### src/rtl/tcam_lookup_ctrl.sv
`default_nettype none
// =============================================================================
// Module   : tcam_lookup_ctrl
// Brief    : Arbitrates flush/write/lookup commands onto a TCAM wrapper and
//            returns ordered lookup results with saturating hit/miss counters.
// Revision : 1.0 - initial release
// =============================================================================
module tcam_lookup_ctrl #(
  parameter int ID_WIDTH   = 4,
  parameter int ADDR_WIDTH = 4,
  parameter int RSP_LAT    = 3,
  parameter int RSP_DEPTH  = 2,
  parameter int CNT_WIDTH  = 16
) (
  input  logic                  clk,
  input  logic                  rst,
  input  logic                  req_valid,
  output logic                  req_ready,
  input  logic [ID_WIDTH-1:0]   req_id,
  input  logic                  wr_valid,
  output logic                  wr_ready,
  input  logic [ADDR_WIDTH-1:0] wr_addr,
  input  logic [2*ID_WIDTH-1:0] wr_data,
  input  logic [2*ID_WIDTH-1:0] wr_mskb,
  input  logic                  wr_vbi,
  input  logic                  flush_req,
  output logic                  flush_ack,
  output logic [2:0]            mem_mode,
  output logic [ID_WIDTH-1:0]   mem_pkt_id,
  output logic [2*ID_WIDTH-1:0] mem_data,
  output logic [2*ID_WIDTH-1:0] mem_mskb,
  output logic [ADDR_WIDTH-1:0] mem_addr,
  output logic                  mem_vbe,
  output logic                  mem_dcs,
  output logic                  mem_vbi,
  input  logic [ID_WIDTH-1:0]   mem_dst_id,
  output logic                  rsp_valid,
  input  logic                  rsp_ready,
  output logic [ID_WIDTH-1:0]   rsp_dst_id,
  output logic                  rsp_hit,
  output logic [CNT_WIDTH-1:0]  hit_cnt,
  output logic [CNT_WIDTH-1:0]  miss_cnt
);

  localparam int C_PTR_W  = (RSP_DEPTH > 1) ? $clog2(RSP_DEPTH) : 1;
  localparam int C_FCNT_W = $clog2(RSP_DEPTH + 1);
  localparam int C_OCC_W  = $clog2(RSP_DEPTH + RSP_LAT + 1);

  localparam logic [C_PTR_W-1:0] C_PTR_LAST   = C_PTR_W'(RSP_DEPTH - 1);
  localparam logic [2:0]         C_MODE_IDLE  = 3'b000;
  localparam logic [2:0]         C_MODE_WRITE = 3'b001;
  localparam logic [2:0]         C_MODE_FLUSH = 3'b011;
  localparam logic [2:0]         C_MODE_CMP   = 3'b100;

  typedef enum logic [0:0] {
    ST_ISSUE    = 1'b0,
    ST_CMP_HOLD = 1'b1
  } state_t;

  state_t                state_q, state_d;
  logic [ID_WIDTH-1:0]   pkt_id_q, pkt_id_d;
  logic [RSP_LAT-1:0]    pipe_q, pipe_d;
  logic [ID_WIDTH-1:0]   fifo_mem_q [RSP_DEPTH];
  logic [C_PTR_W-1:0]    wptr_q, rptr_q;
  logic [C_FCNT_W-1:0]   count_q;
  logic [CNT_WIDTH-1:0]  hit_q, miss_q;

  logic                  w_issue_cmp;
  logic                  w_push;
  logic                  w_pop;
  logic                  w_credit;
  logic [C_OCC_W-1:0]    w_occ;

  function automatic logic [C_PTR_W-1:0] ptr_inc(input logic [C_PTR_W-1:0] p);
    return (p == C_PTR_LAST) ? '0 : p + 1'b1;
  endfunction

  assign rsp_valid  = (count_q != '0);
  assign rsp_dst_id = rsp_valid ? fifo_mem_q[rptr_q] : '0;
  assign rsp_hit    = rsp_valid && (rsp_dst_id != '0);
  assign hit_cnt    = hit_q;
  assign miss_cnt   = miss_q;

  assign w_pop  = rsp_valid && rsp_ready;
  assign w_push = pipe_q[RSP_LAT-1];

  // A slot is owned from issue until the response leaves the FIFO; a pop this
  // cycle hands its slot straight to a new lookup.
  always_comb begin
    w_occ = C_OCC_W'(count_q);
    for (int i = 0; i < RSP_LAT; i++) begin
      w_occ = w_occ + C_OCC_W'(pipe_q[i]);
    end
  end

  assign w_credit = w_occ < (C_OCC_W'(RSP_DEPTH) + C_OCC_W'(w_pop));

  always_comb begin
    pipe_d[0] = w_issue_cmp;
    for (int i = 1; i < RSP_LAT; i++) begin
      pipe_d[i] = pipe_q[i-1];
    end
  end

  always_comb begin
    state_d     = state_q;
    pkt_id_d    = pkt_id_q;
    w_issue_cmp = 1'b0;
    mem_mode    = C_MODE_IDLE;
    mem_pkt_id  = '0;
    mem_data    = '0;
    mem_mskb    = '0;
    mem_addr    = '0;
    mem_vbe     = 1'b0;
    mem_dcs     = 1'b0;
    mem_vbi     = 1'b0;
    flush_ack   = 1'b0;
    wr_ready    = 1'b0;
    req_ready   = 1'b0;
    if (!rst) begin
      unique case (state_q)
        ST_ISSUE: begin
          wr_ready  = !flush_req;
          req_ready = !flush_req && !wr_valid && w_credit;
          if (flush_req) begin
            mem_mode  = C_MODE_FLUSH;
            flush_ack = 1'b1;
          end else if (wr_valid) begin
            mem_mode = C_MODE_WRITE;
            mem_data = wr_data;
            mem_mskb = wr_mskb;
            mem_addr = wr_addr;
            mem_vbi  = wr_vbi;
            mem_vbe  = 1'b1;
            mem_dcs  = 1'b1;
          end else if (req_valid && w_credit) begin
            mem_mode    = C_MODE_CMP;
            mem_pkt_id  = req_id;
            pkt_id_d    = req_id;
            w_issue_cmp = 1'b1;
            state_d     = ST_CMP_HOLD;
          end
        end
        ST_CMP_HOLD: begin
          // The TCAM is mid-compare and ignores MODE; keep its key stable.
          mem_pkt_id = pkt_id_q;
          state_d    = ST_ISSUE;
        end
        default: state_d = ST_ISSUE;
      endcase
    end
  end

  always_ff @(posedge clk or posedge rst) begin
    if (rst) begin
      state_q  <= ST_ISSUE;
      pkt_id_q <= '0;
      pipe_q   <= '0;
    end else begin
      state_q  <= state_d;
      pkt_id_q <= pkt_id_d;
      pipe_q   <= pipe_d;
    end
  end

  always_ff @(posedge clk) begin
    if (w_push) begin
      fifo_mem_q[wptr_q] <= mem_dst_id;
    end
  end

  always_ff @(posedge clk or posedge rst) begin
    if (rst) begin
      wptr_q  <= '0;
      rptr_q  <= '0;
      count_q <= '0;
      hit_q   <= '0;
      miss_q  <= '0;
    end else begin
      if (w_push) begin
        wptr_q <= ptr_inc(wptr_q);
        if (mem_dst_id != '0) begin
          if (hit_q != '1) hit_q <= hit_q + 1'b1;
        end else begin
          if (miss_q != '1) miss_q <= miss_q + 1'b1;
        end
      end
      if (w_pop) begin
        rptr_q <= ptr_inc(rptr_q);
      end
      unique case ({w_push, w_pop})
        2'b10:   count_q <= count_q + 1'b1;
        2'b01:   count_q <= count_q - 1'b1;
        default: count_q <= count_q;
      endcase
    end
  end

`ifndef SYNTHESIS
  always @(posedge clk) begin
    if (!rst) begin
      assert (!(w_push && !w_pop && (count_q == C_FCNT_W'(RSP_DEPTH))))
        else $error("tcam_lookup_ctrl: response FIFO overflow");
    end
  end
`endif

endmodule
`default_nettype wire

### config.mk
export PLATFORM = sky130hd
export DESIGN_NAME = tcam_lookup_ctrl
export DESIGN_NICKNAME = d
export VERILOG_FILES = /design/src/rtl/tcam_lookup_ctrl.sv
export SDC_FILE = /design/constraint.sdc
export NUM_CORES = 1
export LEC_CHECK = 0
export ABC_AREA = 1
export ABC_CLOCK_PERIOD_IN_PS = 2520
export CORE_MARGIN = 4
export CORE_UTILIZATION = 40
export CTS_CLUSTER_SIZE = 30
export DETAILED_ROUTE_END_ITERATION = 16
export DONT_BUFFER_PORTS = 1
export PLACE_DENSITY = 0.66
export REMOVE_ABC_BUFFERS = 1
export SLEW_MARGIN = 20
export SYNTH_ARGS = -nofsm -noshare
export SYNTH_HDL_FRONTEND = slang
export SYNTH_SLANG_ARGS = --single-unit
export TNS_END_PERCENT = 1
### constraint.sdc
create_clock -name clk -period 2.52 [get_ports clk]
set_input_delay 0.504 -clock clk [delete_from_list [all_inputs] [get_ports clk]]
set_output_delay 0.504 -clock clk [all_outputs]
set_load 0.01 [all_outputs]
==> impl_metrics.prom, run 1 <==
# TYPE chip_impl_metric gauge
chip_impl_info{name="timing.critical_path.from_type",value="flip-flop"} 1
chip_impl_metric{name="slew_headroom",unit=""} 0.627
chip_impl_metric{name="detailed_place.area",unit="um^2"} 3270
chip_impl_metric{name="drive_gt1_frac",unit=""} 0.0876
chip_impl_metric{name="global_placement_routability_congestion",unit=""} 0.857
chip_impl_metric{name="p_sw_frac",unit=""} 0.343
chip_impl_metric{name="power.leakage",unit="nW"} 1.77
chip_impl_metric{name="drt-vias-per-instance",unit=""} 4.67
chip_impl_metric{name="postLayoutSetupSlackWorst",unit="ps"} -523
chip_impl_info{name="cts_tree",value="built"} 1
chip_impl_metric{name="clock_sinks",unit=""} 52
chip_impl_metric{name="r2r.worst_path.cells",unit=""} 11
chip_impl_metric{name="grt_start_max_net_pins",unit=""} 45
chip_impl_metric{name="track_usage",unit=""} 0.146
chip_impl_metric{name="holdWs",unit="ps"} 220
chip_impl_metric{name="dr.pass1.iters",unit=""} 4
chip_impl_metric{name="die_area",unit="um^2"} 9400
chip_impl_metric{name="groute.layer.met3.usage",unit=""} 0.0404
chip_impl_info{name="r2r_start",value="pipe_q[0]"} 1
chip_impl_metric{name="netlist_area_pre_place",unit="um^2"} 3170
chip_impl_metric{name="dieWidth",unit="um"} 97.0
chip_impl_metric{name="post-route-period-util",unit=""} 1.21
chip_impl_info{name="worst_setup_path_endpoint",value="mem_pkt_id[2]"} 1
chip_impl_info{name="grt.busiest_layer",value="met2"} 1
chip_impl_metric{name="die_height",unit="um"} 97.0
chip_impl_metric{name="setup_viol",unit=""} 6
chip_impl_metric{name="regToRegSetupSlack",unit="ps"} 160
chip_impl_info{name="grt_setup_unrepaired",value="yes"} 1
chip_impl_metric{name="number_of_antenna_violations_at_the_first_check_in_global_routing",unit=""} 0
chip_impl_metric{name="worst_skew_pair_later_pin_latency",unit="ps"} 310
chip_impl_metric{name="pwr_density_cell",unit="nW/um^2"} 665
chip_impl_metric{name="post_synth_fa_ha_maj_area_fraction",unit=""} 0.0284
chip_impl_metric{name="route.antenna.remaining_nets",unit=""} 0
chip_impl_metric{name="postSynthAreaPerCell",unit="um^2"} 7.20
chip_impl_metric{name="slew_viol_final",unit=""} 0
chip_impl_metric{name="detailroute.via_count",unit=""} 2555
chip_impl_metric{name="synthSimpleGateAreaFrac",unit=""} 0.335
chip_impl_metric{name="final_core_utilization",unit=""} 0.443
chip_impl_metric{name="grt_pass1_wl",unit="mm"} 11.6
chip_impl_metric{name="p_switching",unit="uW"} 781
chip_impl_metric{name="number_of_design_rule_violations_left_after_detail_routing",unit=""} 0
chip_impl_info{name="cp-end-kind",value="primary output"} 1
chip_impl_metric{name="timing.final.hold_violations",unit=""} 0
chip_impl_metric{name="combinationalPowerShare",unit=""} 0.240
chip_impl_metric{name="holdBufCountCts",unit=""} 0
chip_impl_metric{name="groute.layer.met1.usage",unit=""} 0.200
chip_impl_metric{name="number_of_ports_placed_on_the_die_boundary",unit=""} 106
chip_impl_metric{name="fp-row-count",unit=""} 32
chip_impl_info{name="cp-startpoint",value="pipe_q[0]"} 1
chip_impl_metric{name="cts.path.max_buffers",unit=""} 2
chip_impl_metric{name="post_synth_num_cell_types",unit=""} 27
chip_impl_metric{name="antenna_cells",unit=""} 0
chip_impl_metric{name="max_cap_violations",unit=""} 0
chip_impl_metric{name="number_of_h_tree_branching_levels",unit=""} 2
chip_impl_metric{name="synth-warning-count",unit=""} 0
chip_impl_metric{name="clkPwrFrac",unit=""} 0.268
chip_impl_metric{name="count_of_mapped_cells_out_of_synthesis",unit=""} 440
chip_impl_metric{name="cellInternalPower",unit="mW"} 1.50
chip_impl_info{name="reg2reg_to",value="pkt_id_q[2]"} 1
chip_impl_metric{name="seq_area_frac_synth",unit=""} 0.424
chip_impl_metric{name="required",unit="ps"} 2020
chip_impl_metric{name="drt_wl_total",unit="mm"} 6.72
chip_impl_metric{name="seq_power_share",unit=""} 0.492
chip_impl_metric{name="hpwl_detailed",unit="mm"} 5.15
chip_impl_metric{name="fmax",unit="MHz"} 329
chip_impl_metric{name="setup_total_neg_slack",unit="ps"} -2840
chip_impl_metric{name="drt-wirelength-per-cell",unit="um"} 12.3
chip_impl_metric{name="largest_driver_fanout_on_the_critical_path",unit=""} 4
chip_impl_metric{name="cts_made_buffers",unit=""} 5
chip_impl_metric{name="grt.overflow.total",unit=""} 0
chip_impl_metric{name="place.port_buffers",unit=""} 0
chip_impl_info{name="root_buffer",value="sky130_fd_sc_hd__clkbuf_8"} 1
chip_impl_info{name="run_status",value="complete, but fails checks"} 1
chip_impl_metric{name="layout-area-overhead-vs-synth",unit="%"} 8.02
chip_impl_metric{name="met2_usage",unit=""} 0.226
chip_impl_metric{name="final_nets",unit=""} 485
chip_impl_metric{name="drt_iter0_markers",unit=""} 93
chip_impl_metric{name="final.fill_count",unit=""} 812
chip_impl_metric{name="critical_path_arrival",unit="ps"} 2540
chip_impl_metric{name="finalInstanceArea",unit="um^2"} 3420
chip_impl_info{name="synth_top_family_by_area",value="simple AND/OR/NAND/NOR gates"} 1
chip_impl_metric{name="irDropWorstVdd",unit="uV"} 355
chip_impl_info{name="failed_checks",value="setup timing"} 1
chip_impl_metric{name="register_bit_total_from_synthesis",unit=""} 52
chip_impl_info{name="hold_path.class",value="input port to async pin"} 1
chip_impl_metric{name="synth_compound_gate_area_share",unit=""} 0.0324
chip_impl_metric{name="fin_skew",unit="ps"} 20.2
chip_impl_metric{name="post-route-min-period",unit="ps"} 3040
chip_impl_metric{name="tightestPinTransition",unit="ps"} 560
chip_impl_metric{name="clock_transition_at_the_registers_of_the_reported_paths",unit="ps"} 110
chip_impl_info{name="timing_worst_setup_path_type",value="flip-flop to primary output"} 1
chip_impl_metric{name="number_of_global_route_vias_before_repair",unit=""} 2378
chip_impl_metric{name="core_area",unit="um^2"} 7730
chip_impl_metric{name="initial_utilization",unit=""} 0.410
chip_impl_metric{name="xor_xnor_fraction_of_synth_area",unit=""} 0.0664
chip_impl_metric{name="yosys-mux-area-fraction",unit=""} 0
[logic make-up (layout without fill, tap and decap cells)]
logic type                 Yosys count  in the layout
AOI/OAI and AO/OA                   20             20
and+or+nand+nor                    252            252
adders and majority gates            6              6
DFF                                 52             52
xor gates and xnor gates            24             24
buffers and inverters               86             91
[per-layer routing]
layer  vias to the layer above  part of all wire
li1                       1329                 -
met1                      1152              0.46
met2                        69              0.46
met3                         5             0.066
met4                         0             0.012
met5                         -                 0
[how the worst min path moves through the flow]
stage	from	endpoint	slack (ps)	depth (start not counted)
2_1_floorplan	pipe_q[1]	pipe_q[2]	390	0
3_3_place_gp	pipe_q[1]	pipe_q[2]	390	0
3_5_place_dp	pipe_q[1]	pipe_q[2]	400	0
4_1_cts	rst	count_q[0]	240	2
5_1_grt	rst	pkt_id_q[3]	260	2
6_report	rst	pkt_id_q[3]	220	2
[stage by stage]
step           total power, mW  cells  setup slack [ps]
2_1_floorplan             1.52    431              -101
3_3_place_gp              1.66    539              -182
3_5_place_dp              1.68    539              -242
4_1_cts                   2.30    547              -563
5_1_grt                   2.47    547              -710
6_report                  2.28    547              -523
[synth_stat cells, drive strengths merged]
library cell  number  area (um^2)
a21oi              5         25.0
o21ai             14         70.1
nor2              62          250
nand3             16         90.1
nand3b             1         7.51
clkbuf             2         7.51
nand4              8         56.3
nand2            156          611
o21a               1         7.51
fa                 2         40.0
nor3               9         45.0
edfxtp             8          240
buf                7         63.8
xor2              12          105
dfrtp             44         1100
inv               77          292
xnor2             12          105
ha                 4         50.1
[power groups by stage]
stage                     sequential [mW]  clock, mW  combinational (mW)
after floorplan                      1.11          0               0.411
after global placement               1.14          0               0.519
after detailed placement             1.14          0               0.541
after CTS                            1.12      0.631               0.545
after global routing                 1.14      0.678               0.646
final                                1.12      0.611               0.546
[worst max-delay path, stage by stage, from the launching register on]
cell and delay [ps]:
sky130_fd_sc_hd__dfrtp_1 410, sky130_fd_sc_hd__fa_1 540, sky130_fd_sc_hd__ha_1 140, sky130_fd_sc_hd__inv_1 50
sky130_fd_sc_hd__fa_1 470, sky130_fd_sc_hd__inv_1 50, sky130_fd_sc_hd__nand2_2 70, sky130_fd_sc_hd__nand4_1 160
sky130_fd_sc_hd__nor2_1 140, sky130_fd_sc_hd__nor2_1 60, sky130_fd_sc_hd__nor2_2 130
[cells in the final DEF, fill, tap and decap left out, types with 4 or more instances in the layout]
master,count
sky130_fd_sc_hd__nand2_1,149
sky130_fd_sc_hd__inv_1,69
sky130_fd_sc_hd__nor2_1,55
sky130_fd_sc_hd__dfrtp_1,44
sky130_fd_sc_hd__nand3_1,14
sky130_fd_sc_hd__o21ai_0,13
sky130_fd_sc_hd__xor2_1,12
sky130_fd_sc_hd__xnor2_1,12
sky130_fd_sc_hd__nor3_1,9
sky130_fd_sc_hd__edfxtp_1,8
sky130_fd_sc_hd__inv_2,7
sky130_fd_sc_hd__nand4_1,7
sky130_fd_sc_hd__nand2_2,5
sky130_fd_sc_hd__nor2_2,5
sky130_fd_sc_hd__a21oi_1,5
sky130_fd_sc_hd__clkbuf_8,5
sky130_fd_sc_hd__buf_4,5
sky130_fd_sc_hd__ha_1,4
[final cells by class]
class                           instances  area, um^2  area share
Clock buffer                            7         119      0.0347
Clock inverter                          1        8.76     0.00256
Inverter                               77         292      0.0852
Multi-Input combinational cell        302        1480       0.434
Sequential cell                        52        1340       0.392
Tap cell                              102         128      0.0373
Timing Repair Buffer                    6        48.8      0.0143
[repair_timing]
item / in CTS / in global routing
pin swaps: 1 / 0
buffers inserted: 0 / 0
gates resized for setup: 5 / 4
hold endpoints to repair: 0 / 0
setup endpoints to repair: 6 / 10
[sequential cells by signal, summed over array words and instances (netlist names)]
| register | flops |
|---|---|
| state_q | 1 |
| fifo_mem_q | 8 |
| rptr_q | 1 |
| count_q | 2 |
| pkt_id_q | 4 |
| miss_cnt | 16 |
| pipe_q | 3 |
| wptr_q | 1 |
| hit_cnt | 16 |
(Power assumes the default switching activity.)
==> run 2, diff against run 1 <==
- SLEW_MARGIN: 20 -> unset
==> results of run 2 <==
Final layout, timing and power as in run 1 (identical DEF).
